<file path="src/rtl/ahb_pkg.sv">
// Shared AHB-Lite encodings and arbiter enums for the peripheral bus arbiter.
package ahb_pkg;

    localparam logic [1:0] HTRANS_IDLE   = 2'b00;
    localparam logic [1:0] HTRANS_NONSEQ = 2'b10;

    typedef enum logic {
        OWNER_I = 1'b0,
        OWNER_D = 1'b1
    } owner_e;

    typedef enum logic [1:0] {
        ARB_IDLE  = 2'd0,
        ARB_ADDR  = 2'd1,
        ARB_DATA  = 2'd2,
        ARB_FAULT = 2'd3
    } arb_state_e;

endpackage

</file>
<file path="src/rtl/ahb_periph_arbiter_adrdec.sv">
// Single-region address decoder: address match plus size and permission
// qualification for one peripheral region.
module ahb_periph_arbiter_adrdec
    import ahb_pkg::*;
#(
    parameter int PA_BITS = 34
) (
    input  logic [PA_BITS-1:0] adr,
    input  logic [1:0]         size,
    input  owner_e             owner,
    input  logic               write,
    input  logic [PA_BITS-1:0] base,
    input  logic [PA_BITS-1:0] range_mask,
    input  logic               supported,
    input  logic [3:0]         size_mask,
    input  logic               exec_ok,
    input  logic               write_ok,
    output logic               hit
);

    logic adr_match;
    logic size_ok;
    logic access_ok;

    // A set range bit is an offset bit inside the region and is ignored.
    assign adr_match = &((adr ~^ base) | range_mask);
    assign size_ok   = size_mask[size];
    assign access_ok = (owner == OWNER_I) ? exec_ok : (write ? write_ok : 1'b1);
    assign hit       = adr_match & supported & size_ok & access_ok;

endmodule

</file>
<file path="src/rtl/ahb_periph_arbiter.sv">
// Round-robin arbiter between fetch (I) and load/store (D) requesters that
// issues one AHB-Lite transfer per grant, or a local access fault.
module ahb_periph_arbiter
    import ahb_pkg::*;
#(
    parameter int PA_BITS  = 34,
    parameter int XLEN     = 64,
    parameter int NREGIONS = 4
) (
    input  logic                     HCLK,
    input  logic                     HRESETn,
    input  logic                     IReq,
    input  logic [PA_BITS-1:0]       IAdr,
    input  logic [1:0]               ISize,
    output logic                     IGnt,
    output logic                     IDone,
    output logic                     IErr,
    output logic [XLEN-1:0]          IRData,
    input  logic                     DReq,
    input  logic [PA_BITS-1:0]       DAdr,
    input  logic [1:0]               DSize,
    input  logic                     DWrite,
    input  logic [XLEN-1:0]          DWData,
    output logic                     DGnt,
    output logic                     DDone,
    output logic                     DErr,
    output logic [XLEN-1:0]          DRData,
    input  logic [NREGIONS*PA_BITS-1:0] RegionBase,
    input  logic [NREGIONS*PA_BITS-1:0] RegionRange,
    input  logic [NREGIONS-1:0]      RegionSupported,
    input  logic [NREGIONS*4-1:0]    RegionSizeMask,
    input  logic [NREGIONS-1:0]      RegionExecOK,
    input  logic [NREGIONS-1:0]      RegionWriteOK,
    output logic [NREGIONS-1:0]      HSEL,
    output logic [PA_BITS-1:0]       HADDR,
    output logic [2:0]               HSIZE,
    output logic                     HWRITE,
    output logic [1:0]               HTRANS,
    output logic [XLEN-1:0]          HWDATA,
    input  logic                     HREADY,
    input  logic [XLEN-1:0]          HRDATA,
    input  logic                     HRESP
);

    arb_state_e            state_q, state_d;
    owner_e                owner_q, owner_d;
    owner_e                last_gnt_q, last_gnt_d;
    logic [PA_BITS-1:0]    adr_q, adr_d;
    logic [1:0]            size_q, size_d;
    logic                  write_q, write_d;
    logic [XLEN-1:0]       wdata_q, wdata_d;
    logic [NREGIONS-1:0]   sel_q, sel_d;

    logic                  arb_open;
    logic                  grant_any;
    owner_e                winner;
    logic [PA_BITS-1:0]    cand_adr;
    logic [1:0]            cand_size;
    logic                  cand_write;
    logic [XLEN-1:0]       cand_wdata;
    logic [NREGIONS-1:0]   hit_vec;
    logic [NREGIONS-1:0]   sel_onehot;

    logic                  done;
    logic                  err;
    logic [XLEN-1:0]       rdata;

    // Grants are combinational, so they are also held off while reset is applied.
    assign arb_open = HRESETn && (state_q == ARB_IDLE);

    // NOTE: every signal written in an always_comb gets a default first so no latch is inferred.
    always_comb begin
        grant_any = 1'b0;
        winner    = OWNER_I;
        if (arb_open) begin
            if (IReq && DReq) begin
                grant_any = 1'b1;
                winner    = (last_gnt_q == OWNER_I) ? OWNER_D : OWNER_I;
            end else if (IReq) begin
                grant_any = 1'b1;
                winner    = OWNER_I;
            end else if (DReq) begin
                grant_any = 1'b1;
                winner    = OWNER_D;
            end
        end
    end

    assign cand_adr   = (winner == OWNER_D) ? DAdr   : IAdr;
    assign cand_size  = (winner == OWNER_D) ? DSize  : ISize;
    assign cand_write = (winner == OWNER_D) ? DWrite : 1'b0;
    assign cand_wdata = (winner == OWNER_D) ? DWData : '0;

    // Decode runs on the fields being latched, so the region choice lands with them.
    for (genvar k = 0; k < NREGIONS; k++) begin : g_dec
        ahb_periph_arbiter_adrdec #(
            .PA_BITS(PA_BITS)
        ) u_dec (
            .adr        (cand_adr),
            .size       (cand_size),
            .owner      (winner),
            .write      (cand_write),
            .base       (RegionBase[k*PA_BITS +: PA_BITS]),
            .range_mask (RegionRange[k*PA_BITS +: PA_BITS]),
            .supported  (RegionSupported[k]),
            .size_mask  (RegionSizeMask[k*4 +: 4]),
            .exec_ok    (RegionExecOK[k]),
            .write_ok   (RegionWriteOK[k]),
            .hit        (hit_vec[k])
        );
    end

    // Isolate the lowest set bit: lowest region index wins overlapping hits.
    assign sel_onehot = hit_vec & (~hit_vec + NREGIONS'(1));

    always_comb begin
        state_d    = state_q;
        owner_d    = owner_q;
        last_gnt_d = last_gnt_q;
        adr_d      = adr_q;
        size_d     = size_q;
        write_d    = write_q;
        wdata_d    = wdata_q;
        sel_d      = sel_q;
        unique case (state_q)
            ARB_IDLE: begin
                if (grant_any) begin
                    owner_d    = winner;
                    last_gnt_d = winner;
                    adr_d      = cand_adr;
                    size_d     = cand_size;
                    write_d    = cand_write;
                    wdata_d    = cand_wdata;
                    sel_d      = sel_onehot;
                    state_d    = (|hit_vec) ? ARB_ADDR : ARB_FAULT;
                end
            end
            ARB_ADDR:  state_d = ARB_DATA;
            ARB_DATA:  if (HREADY) state_d = ARB_IDLE;
            ARB_FAULT: state_d = ARB_IDLE;
            default:   state_d = ARB_IDLE;
        endcase
    end

    always_ff @(posedge HCLK or negedge HRESETn) begin
        if (!HRESETn) begin
            state_q    <= ARB_IDLE;
            owner_q    <= OWNER_I;
            last_gnt_q <= OWNER_I;
            adr_q      <= '0;
            size_q     <= '0;
            write_q    <= 1'b0;
            wdata_q    <= '0;
            sel_q      <= '0;
        end else begin
            // NOTE: sequential state uses non-blocking assignments so every flop samples pre-edge values.
            state_q    <= state_d;
            owner_q    <= owner_d;
            last_gnt_q <= last_gnt_d;
            adr_q      <= adr_d;
            size_q     <= size_d;
            write_q    <= write_d;
            wdata_q    <= wdata_d;
            sel_q      <= sel_d;
        end
    end

    assign done  = (state_q == ARB_FAULT) || ((state_q == ARB_DATA) && HREADY);
    assign err   = (state_q == ARB_FAULT) ? 1'b1 : HRESP;
    assign rdata = (state_q == ARB_DATA) ? HRDATA : '0;

    assign IGnt   = grant_any && (winner == OWNER_I);
    assign DGnt   = grant_any && (winner == OWNER_D);
    assign IDone  = done && (owner_q == OWNER_I);
    assign DDone  = done && (owner_q == OWNER_D);
    assign IErr   = IDone && err;
    assign DErr   = DDone && err;
    assign IRData = IDone ? rdata : '0;
    assign DRData = DDone ? rdata : '0;

    assign HSEL   = ((state_q == ARB_ADDR) || (state_q == ARB_DATA)) ? sel_q : '0;
    assign HADDR  = (state_q == ARB_ADDR) ? adr_q : '0;
    assign HSIZE  = (state_q == ARB_ADDR) ? {1'b0, size_q} : 3'b000;
    assign HWRITE = (state_q == ARB_ADDR) && write_q;
    assign HTRANS = (state_q == ARB_ADDR) ? HTRANS_NONSEQ : HTRANS_IDLE;
    assign HWDATA = (state_q == ARB_DATA) ? wdata_q : '0;

endmodule

</file>
<file path="config.mk">
export PLATFORM = sky130hd
export DESIGN_NAME = ahb_periph_arbiter
export DESIGN_NICKNAME = d
export VERILOG_FILES = /design/src/rtl/ahb_pkg.sv /design/src/rtl/ahb_periph_arbiter_adrdec.sv /design/src/rtl/ahb_periph_arbiter.sv
export SDC_FILE = /design/constraint.sdc
export NUM_CORES = 1
export LEC_CHECK = 0
export CORE_AREA = 2 2 292 294
export CTS_BUF_LIST = sky130_fd_sc_hd__clkbuf_8 sky130_fd_sc_hd__clkbuf_16
export CTS_CLUSTER_SIZE = 40
export DETAILED_ROUTE_END_ITERATION = 10
export DIE_AREA = 0 0 294 296
export DONT_BUFFER_PORTS = 1
export GPL_ROUTABILITY_DRIVEN = 1
export PLACE_DENSITY_LB_ADDON = 0.2
export SYNTH_ARGS = -nofsm -noshare
export SYNTH_HDL_FRONTEND = slang
export SYNTH_SLANG_ARGS = --single-unit
</file>
<file path="constraint.sdc">
create_clock -name HCLK -period 4.2 [get_ports HCLK]
set_clock_uncertainty 0.05 [all_clocks]
set_input_delay 0.21 -clock HCLK [delete_from_list [all_inputs] [get_ports HCLK]]
set_output_delay 0.21 -clock HCLK [all_outputs]
set_load 0.02 [all_outputs]
</file>
Word-level counts from Yosys, hierarchy flattened
Index checks and enable logic that the tools add are counted.
{"block": "op_classes", "n_addsub": 1, "magnitude_cmp": 1, "eq_ne": 5, "mux": 41, "bitwise": 24, "reduce_logical": 20}
{"operator": "$mux 64", "count": 5}
{"operator": "$or 34x34->34", "count": 4}
{"operator": "$reduce_and 34->1", "count": 4}
{"operator": "$xnor 34x34->34", "count": 4}
{"operator": "$mux 34", "count": 2}
{"operator": "$mux 1", "count": 22}
{"operator": "$and 1x1->1", "count": 12}
{"operator": "$mux 2", "count": 6}
{"operator": "$logic_and 1x1->1", "count": 10}
{"operator": "$bmux 1 s2", "count": 4}
{"operator": "$pmux 2 s4", "count": 1}
{"operator": "$add 4x1->4 const B", "count": 1}
{"operator": "$and 4x4->4", "count": 1}
{"operator": "$eq 2x2->1 const B", "count": 2}
{"operator": "$mux 4", "count": 1}
{"operator": "$ne 2x2->1 const B", "count": 2}
{"operator": "$not 4->4", "count": 1}
{"operator": "$reduce_and 2->1", "count": 2}
{"operator": "$reduce_or 4->1", "count": 1}
{"operator": "$lt 2x3->1 const B", "count": 1}
{"operator": "$eq 2x1->1 const B", "count": 1}
{"operator": "$logic_not 2->1", "count": 1}
{"operator": "$logic_or 1x1->1", "count": 2}
{"operator": "$not 1->1", "count": 2}
{"block": "totals", "reg_bits": 108, "in_bits": 507, "elab_cells": 99}

Longest topological paths before layout
Gate-level depths: netlist of the first run.
{"block": "logic_depth", "word_depth": 15, "mapped_depth": 16}

By module
Synthesis of the first run repeated with hierarchy kept, for this count alone.
{"block": "hier_totals", "hier_cells": 1069, "hier_area_um2": 8419.3}
{"mod": "ahb_periph_arbiter", "n_inst": 1, "cells_per_inst": 809, "area_each_um2": 6412.4, "seq_area_each_um2": 2702.6}
{"mod": "ahb_periph_arbiter_adrdec", "n_inst": 4, "cells_per_inst": 65, "area_each_um2": 501.7, "seq_area_each_um2": 0.0}

Worst setup path before layout of the first run
No wires, ideal clock.
{"block": "synth_timing", "path_kind": "reg2reg", "start": "register state_q[0]", "end": "register sel_q[2]", "t_arrival_ps": 3148, "slack_ps": 937, "path_stages_with_launch": 15, "synth_period_minus_slack_ps": 3263, "cell_sequence": "dfrtp_1 > inv_1 > ha_1 > and2_4 > buf_6 > nand2_4 > inv_4 > buf_12 > mux2i_1 > mux2i_1 > o221ai_1 > or4_1 > or4_4 > nor4b_2 > a21o_1"}
{"block": "synth_via", "elab_chain_cells": 13}
{"element": "start, declared", "line_no": "ahb_periph_arbiter.sv:45", "source": "arb_state_e state_q, state_d;"}
{"element": "start signal, assigned", "line_no": "ahb_periph_arbiter.sv:157", "source": "state_q <= state_d;"}
{"element": "$logic_not 2->1 *", "line_no": "ahb_periph_arbiter.sv:69, ahb_periph_arbiter.sv:125"}
{"element": "$logic_and 1x1->1", "line_no": "ahb_periph_arbiter.sv:69", "source": "assign arb_open = HRESETn && (state_q == ARB_IDLE);"}
{"element": "$mux 1", "line_no": "ahb_periph_arbiter.sv:75", "source": "if (arb_open) begin"}
{"element": "$mux 34", "line_no": "ahb_periph_arbiter.sv:89", "source": "assign cand_adr = (winner == OWNER_D) ? DAdr : IAdr;"}
{"element": "$xnor 34x34->34", "line_no": "ahb_periph_arbiter_adrdec.sv:26", "source": "assign adr_match = &((adr ~^ base) | range_mask);"}
{"element": "$or 34x34->34", "line_no": "ahb_periph_arbiter_adrdec.sv:26"}
{"element": "$reduce_and 34->1", "line_no": "ahb_periph_arbiter_adrdec.sv:26"}
{"element": "$and 1x1->1 (3 in a row)", "line_no": "ahb_periph_arbiter_adrdec.sv:29", "source": "assign hit = adr_match & supported & size_ok & access_ok;"}
{"element": "$not 4->4", "line_no": "ahb_periph_arbiter.sv:114", "source": "assign sel_onehot = hit_vec & (~hit_vec + NREGIONS'(1));"}
{"element": "$add 4x1->4", "line_no": "ahb_periph_arbiter.sv:114"}
{"element": "$and 4x4->4", "line_no": "ahb_periph_arbiter.sv:114"}
{"element": "end signal, assigned", "line_no": "ahb_periph_arbiter.sv:164", "source": "sel_q <= sel_d;"}
{"element": "end, declared", "line_no": "ahb_periph_arbiter.sv:52", "source": "logic [NREGIONS-1:0] sel_q, sel_d;"}
Mark *: on every way between the ends. The rest lies on a longest branch, timed or not. The select of a mux whose other input is x is not followed.
A chain may end at the register's enable or synchronous reset.

Final worst setup path of the first run
Same ends and word-level chain as after synthesis.

==> results of run 1 <==
-- flip-flops by register name, indices dropped and copies added (netlist names) --
register	count
write_q	1
size_q	2
wdata_q	64
sel_q	4
state_q	2
adr_q	34
last_gnt_q	1
-- power groups by stage --
stage                     registers [W]  clock network (W)  logic (W)
after floorplan                 0.00163                  0    0.00235
final                           0.00179           0.000918    0.00333
after CTS                       0.00179           0.000962    0.00333
after global placement          0.00180                  0    0.00323
after global routing            0.00184           0.000994    0.00357
after detailed placement        0.00181                  0    0.00323
-- layer usage --
metal  wire length [microns]  part of all wire
met5                      13           0.00015
met4                    4001             0.046
met3                   10030              0.11
met2                   43470              0.50
met1                   29870              0.34
-- cell usage in the layout, fill, tap and decap left out, types with 5 or more instances in the layout --
cell / synthesis / final
a2111oi_0: 13 / 13
a211oi_1: 16 / 16
a21boi_0: 6 / 6
a21oi_1: 34 / 34
a221oi_1: 5 / 5
a22o_1: 66 / 66
a22oi_1: 13 / 13
a31oi_1: 14 / 14
and2_1: 113 / 113
and3_1: 7 / 7
buf_4: 2 / 31
clkbuf_16: 0 / 9
dfrtp_1: 108 / 108
diode_2: 0 / 14
dlygate4sd3_1: 0 / 71
inv_1: 25 / 25
mux2i_1: 16 / 16
mux2i_4: 5 / 5
nand2_1: 114 / 114
nand2b_1: 26 / 25
nand3_1: 13 / 13
nand3b_1: 6 / 6
nand4_1: 11 / 11
nor2_1: 205 / 204
nor2b_1: 11 / 11
nor3_1: 6 / 6
nor3b_1: 67 / 67
nor4_1: 8 / 8
o2111ai_1: 11 / 11
o211ai_1: 5 / 5
o21ai_0: 60 / 59
o221ai_1: 9 / 9
o22ai_1: 28 / 28
o31ai_1: 6 / 6
o32a_1: 6 / 6
or3b_2: 6 / 6
or4_1: 5 / 5
xnor2_1: 31 / 31
xor2_1: 45 / 45
-- worst max-delay path: cells and delay by family (launching register included) --
kind                     cells  cell delay (ns)
AO/OA/AOI/OAI                2             0.29
adder cells (fa/ha/maj)      1             0.21
buffers and inverters        2             0.52
flip-flops                   1             0.42
multiplexers                 2             0.72
AND/OR/NAND/NOR              5             1.68
-- cell families (layout without fill, tap and decap cells) --
logic type,count (synthesis),in the layout,share of synthesized area
and+or+nand+nor,620,620,0.3276
muxes,30,30,0.04328
other,1,16,0.0003804
buffers and inverters,105,146,0.04544
DFF,108,108,0.2741
xor gates and xnor gates,76,76,0.06752
AOI/OAI and AO/OA,322,322,0.2353
adders and majority gates,5,5,0.006346
-- through the flow --
stage	power (W)	instance area, sq um	hold slack (ns)	worst slack, ns	cells
after floorplan	0.003989	9862	-0.1356	0.9374	1268
after global placement	0.005035	11160	-0.1320	0.2091	2311
after detailed placement	0.005036	11160	-0.1328	0.2248	2311
after CTS	0.006080	12190	0.001085	0.1840	2399
after global routing	0.006403	12220	0.02196	0.05977	2409
final	0.006038	12230	0.03282	0.2127	2413
-- worst max path at each step --
stage | startpoint | to | cells after the start | slack, ns
3_5_place_dp | state_q[0]$_DFFE_PN0P_ | sel_q[2]$_DFFE_PN0P_ | 12 | 0.22
2_1_floorplan | state_q[0]$_DFFE_PN0P_ | sel_q[2]$_DFFE_PN0P_ | 14 | 0.94
3_3_place_gp | state_q[0]$_DFFE_PN0P_ | sel_q[2]$_DFFE_PN0P_ | 12 | 0.21
4_1_cts | state_q[0]$_DFFE_PN0P_ | sel_q[2]$_DFFE_PN0P_ | 12 | 0.18
5_1_grt | state_q[1]$_DFFE_PN0P_ | sel_q[2]$_DFFE_PN0P_ | 13 | 0.06
6_report | state_q[0]$_DFFE_PN0P_ | sel_q[2]$_DFFE_PN0P_ | 12 | 0.21
-- cell type report --
cell class,count,area [sq um],area share
Multi-Input combinational cell,1055,6743,0.5512
Sequential cell,108,2703,0.2209
Tap cell,1090,1364,0.1115
Timing Repair Buffer,104,991.0,0.08101
Clock buffer,10,239.0,0.01954
Inverter,26,100.1,0.008183
Clock inverter,6,57.56,0.004705
Antenna cell,14,35.03,0.002864
-- timing repair --
item,CTS,global route
hold endpoints to repair,176,0
endpoints found under the setup margin,0,1
buffers inserted,0,0
hold buffers,72,0
resized for setup,0,1
==> results_dict.tcl, run 1 <==
set metrics [dict create \
    io-pin-count 749 \
    core_sq_um 84210 \
    cts_sinks 108 \
    gp_congestion 0.9259 \
    swShare 0.5231 \
    grt_first_pass_wirelength_mm 108.6 \
    required_ns 4.48 \
    synth_area_leaders "dfrtp_1, nor2_1, and2_1" \
    rsz0062_at_grt "false" \
    area_delta_synth_final_pct 24.08 \
    finalCritPeriodShare 0.9493 \
    cpMaxStageDelayCell "or4_1" \
    grt_pass1_vias 10640 \
    worstReg2RegStart "state_q[0]$_DFFE_PN0P_" \
    drc 0 \
    die_y_microns 296 \
    use_met2 0.3408 \
    netlist.area_leader.share 0.2741 \
    p_leak_nw 4.404 \
    via_per_inst 4.604 \
    min_path_type "input pin to register" \
    crit_type "register to register" \
    ys_seq_elements 108 \
    drt_iter0_drc 905 \
    dieArea_sq_um 87020 \
    critPathArrivalTime_ns 4.27 \
    synth_common_cells "nor2_1, nand2_1, and2_1" \
    drive_above_1_share 0.06875 \
    crit_chain "inv_1 > ha_1 > and2_4 > nand2_4 > inv_4 > mux2i_1 > mux2i_1 > o221ai_1 > or4_1 > or4_4 > nor4b_2 > a21o_1" \
    r2r_end "sel_q[2]$_DFFE_PN0P_" \
    initial_core_util 0.1171 \
    worst_pin_slew_ns 1.253 \
    overflow 0 \
    synth_edf_count 0 \
    avgRoutedWirePerCell_microns 36.21 \
    slew_headroom 0.1614 \
    nFillCells 9616 \
    min_path_cells 2 \
    fmax_mhz 250.8 \
    yosysWarnings 0 \
    tns_ns 0 \
    worstPathMaxFanout 22 \
    seqPwrFrac 0.297 \
    fin_nets 1816 \
    combPwrFrac 0.551 \
    finalCriticalPeriod_ns 3.987 \
    final_hold_viol_count 0 \
    ctsLongestPathBuffers 2 \
    hpwl_mm 74.67 \
    syn_avg_cell_area_sq_um 7.781 \
    num_rows 107 \
    status "finished clean" \
    antenna_found_initial 14 \
    htree_levels 3 \
    cp-end-kind "register" \
    ir_drop_v 0.0001745 \
    slew_viol_final 0 \
    io_buffers 0 \
    synth-async-reset-ratio 1.000 \
    p_int_w 0.002879 \
    synthCells 1267 \
    drt_wl_total_mm 87.39 \
    cts_made_buffers 9 \
    max_cap_violations 0 \
    post-synth-top-area-cell "dfrtp_1" \
    setup_viol 0 \
    path_common_cell "mux2i_1" \
    synth.distinct_cells 77 \
    drt_first_pass_iters 5 \
    slowest_delay_ns 0.56 \
    busiest_layer "met2" \
    chipWidth_microns 294 \
    rrSetupSlack_ns 0.21 \
    syn_area_sq_um 9858 \
    yosysMostFrequentCell "nor2_1" \
    ys_seq_area_frac 0.2741 \
    p_clk_frac 0.152 \
    startpoint_type "register" \
    holdPathEnd "adr_q[33]$_DFFE_PN0P_" \
    met1_usage 0.1909 \
    groute.layer.met3.usage 0.08109 \
    ff2ff_path_depth 12 \
    drt.antenna.violating_nets 0 \
    power_density_nw_per_um2 493.6 \
    num_vias 11110 \
    clkTransAtPathRegs_ns 0.09 \
    groute.usage.overall 0.1893 \
    clk_latency_ns 0.39 \
    grt_max_degree 109 \
    hold_start "IAdr[33]" \
    power.switching_w 0.003159 \
    ys.flop_type "dfrtp_1" \
    cts_tree "yes" \
    post-route-util 0.1453 \
    clockRootBuffer "clkbuf_16" \
]
Note: power is estimated with default switching activity, not from simulation.
==> run 2, diff against run 1 <==
==> constraint.sdc (replaced) <==
create_clock -name HCLK -period 5.2 [get_ports HCLK]
set_clock_uncertainty 0.05 [all_clocks]
set_input_delay 0.26 -clock HCLK [delete_from_list [all_inputs] [get_ports HCLK]]
set_output_delay 0.26 -clock HCLK [all_outputs]
set_load 0.02 [all_outputs]
==> results_dict.tcl, run 2 (synthesis results as in run 1) <==
set metrics [dict create \
    status "finished clean" \
    crit_type "register to register" \
    mostFrequentLayoutCells "nor2_1, nand2_1, and2_1" \
    core_sq_um 84210 \
    htree_levels 3 \
    final_hold_viol_count 0 \
    finalCritPeriodShare 0.8519 \
    slew_headroom 0.3038 \
    min_path_type "input pin to register" \
    fin_hold_ws_ns 0.05600 \
    power.switching_w 0.002492 \
    rsz0062_at_grt "false" \
    cts_setup_buffers 0 \
    drt_iter0_drc 900 \
    cpMaxStageDelayCell "mux2i_2" \
    antenna_found_initial 10 \
    cp-startpoint "state_q[0]$_DFFE_PN0P_" \
    num_vias 10890 \
    drc 0 \
    clkTransAtPathRegs_ns 0.08 \
    ir_drop_v 0.0001739 \
    drt_wl_total_mm 87.92 \
    tns_ns 0 \
    critPathArrivalTime_ns 4.71 \
    die_y_microns 296 \
    slew_viol_final 0 \
    overflow 0 \
    final_common_cell "nor2_1" \
    swShare 0.5185 \
    finalCriticalPeriod_ns 4.430 \
    nFillCells 9618 \
    clk_latency_ns 0.39 \
    cp-end-kind "register" \
    io-pin-count 749 \
    io_buffers 0 \
    area_delta_synth_final_pct 22.13 \
    power_density_nw_per_um2 399.1 \
    setup_viol 0 \
    worstReg2RegStart "state_q[0]$_DFFE_PN0P_" \
    seqPwrFrac 0.297 \
    drt.antenna.violating_nets 0 \
    largest_register "wdata_q" \
    startpoint_type "register" \
    groute.usage.overall 0.1898 \
    grt_max_degree 109 \
    p_int_w 0.002314 \
    grt_pass1_vias 10570 \
    clockRootBuffer "clkbuf_16" \
    cts_resized 0 \
    cp_num_buf_inv 2 \
    combPwrFrac 0.549 \
    grt_first_pass_wirelength_mm 108.4 \
    cts_sinks 108 \
    gp_congestion 0.9337 \
    worst_pin_slew_ns 1.044 \
    max_cap_violations 0 \
    crit_chain "inv_1 > ha_1 > and2_4 > nand2_4 > inv_4 > mux2i_2 > xor2_1 > o22ai_1 > or4_1 > or4_4 > nor4b_2 > a21o_1" \
    slowest_delay_ns 0.57 \
    largest_register_ffs 64 \
    via_per_inst 4.559 \
    p_clk_frac 0.154 \
    drive_above_1_share 0.05590 \
    required_ns 5.48 \
    path_delay_family "simple AND/OR/NAND/NOR gates" \
    worstPathMaxFanout 37 \
    worst_slack_ns 0.7700 \
    cts_made_buffers 9 \
    drt_first_pass_iters 6 \
    pre_cts_ws_ns 0.7505 \
    cts_tree "yes" \
    num_rows 107 \
    initial_core_util 0.1171 \
    p_leak_nw 4.309 \
    fin_nets 1796 \
    hold_start "IAdr[2]" \
    ctsLongestPathBuffers 2 \
    fmax_mhz 225.7 \
    chipWidth_microns 294 \
    reg_top3 "wdata_q (64), adr_q (34), sel_q (4)" \
    dieArea_sq_um 87020 \
    avgRoutedWirePerCell_microns 36.82 \
    hpwl_mm 75.24 \
]
[run 2: cell type report]
| cell class | count | area, sq um | area share |
|---|---|---|---|
| Sequential cell | 108 | 2703 | 0.2245 |
| Antenna cell | 10 | 25.02 | 0.002078 |
| Clock buffer | 9 | 225.2 | 0.01871 |
| Timing Repair Buffer | 84 | 815.8 | 0.06775 |
| Clock inverter | 6 | 63.81 | 0.005300 |
| Multi-Input combinational cell | 1055 | 6744 | 0.5601 |
| Tap cell | 1090 | 1364 | 0.1133 |
| Inverter | 26 | 100.1 | 0.008313 |
[run 2: path summary, 6_finish.rpt]
kind / cells past startpoint / to / slack [ns]
max in group asynchronous: 2 / adr_q[12]$_DFFE_PN0P_ / 4.08
min in group asynchronous: 2 / wdata_q[36]$_DFFE_PN0P_ / 0.44
hold reg to reg: 2 / adr_q[5]$_DFFE_PN0P_ / 0.43
setup reg to reg: 12 / sel_q[2]$_DFFE_PN0P_ / 0.77
hold / removal: 2 / adr_q[2]$_DFFE_PN0P_ / 0.06
setup / recovery: 12 / sel_q[2]$_DFFE_PN0P_ / 0.77
[run 2: power groups by stage]
stage | combinational [W] | sequential [W] | clock, W
detailed placement | 0.00257 | 0.00144 | 0
finish | 0.00264 | 0.00143 | 0.000739
global route | 0.00284 | 0.00146 | 0.000808
floorplan | 0.00190 | 0.00132 | 0
global placement | 0.00257 | 0.00144 | 0
CTS | 0.00265 | 0.00142 | 0.000787
[run 2: through the flow]
stage | total power (W) | cell area (sq um) | util | instances
finish | 0.004805 | 12040 | 0.1430 | 2388
global route | 0.005108 | 12030 | 0.1428 | 2383
CTS | 0.004858 | 12020 | 0.1427 | 2378
detailed placement | 0.004012 | 11040 | 0.1311 | 2296
global placement | 0.004009 | 11030 | 0.1310 | 2296
floorplan | 0.003222 | 9862 | - | 1268
[run 2: per-layer routing]
metal	track usage	wire [microns]	up-vias
li1	-	-	4589
met1	0.1826	29460	5344
met2	0.3456	44210	807
met3	0.08746	10080	142
met4	0.08474	4119	6
met5	0	46	-
[run 2: worst reg2reg max path, cell delays in order (launching register included)]
cell and delay, ns:
dfrtp_1 0.40, inv_1 0.18, ha_1 0.29, and2_4 0.48, nand2_4 0.11, inv_4 0.50
mux2i_2 0.62, xor2_1 0.19, o22ai_1 0.11, or4_1 0.53, or4_4 0.55, nor4b_2 0.25
a21o_1 0.11
[run 2: timing repair]
item                                    in CTS  in global routing
endpoints found under the hold margin      173                  0
endpoints found under the setup margin       0                  0
hold buffers                                67                  0
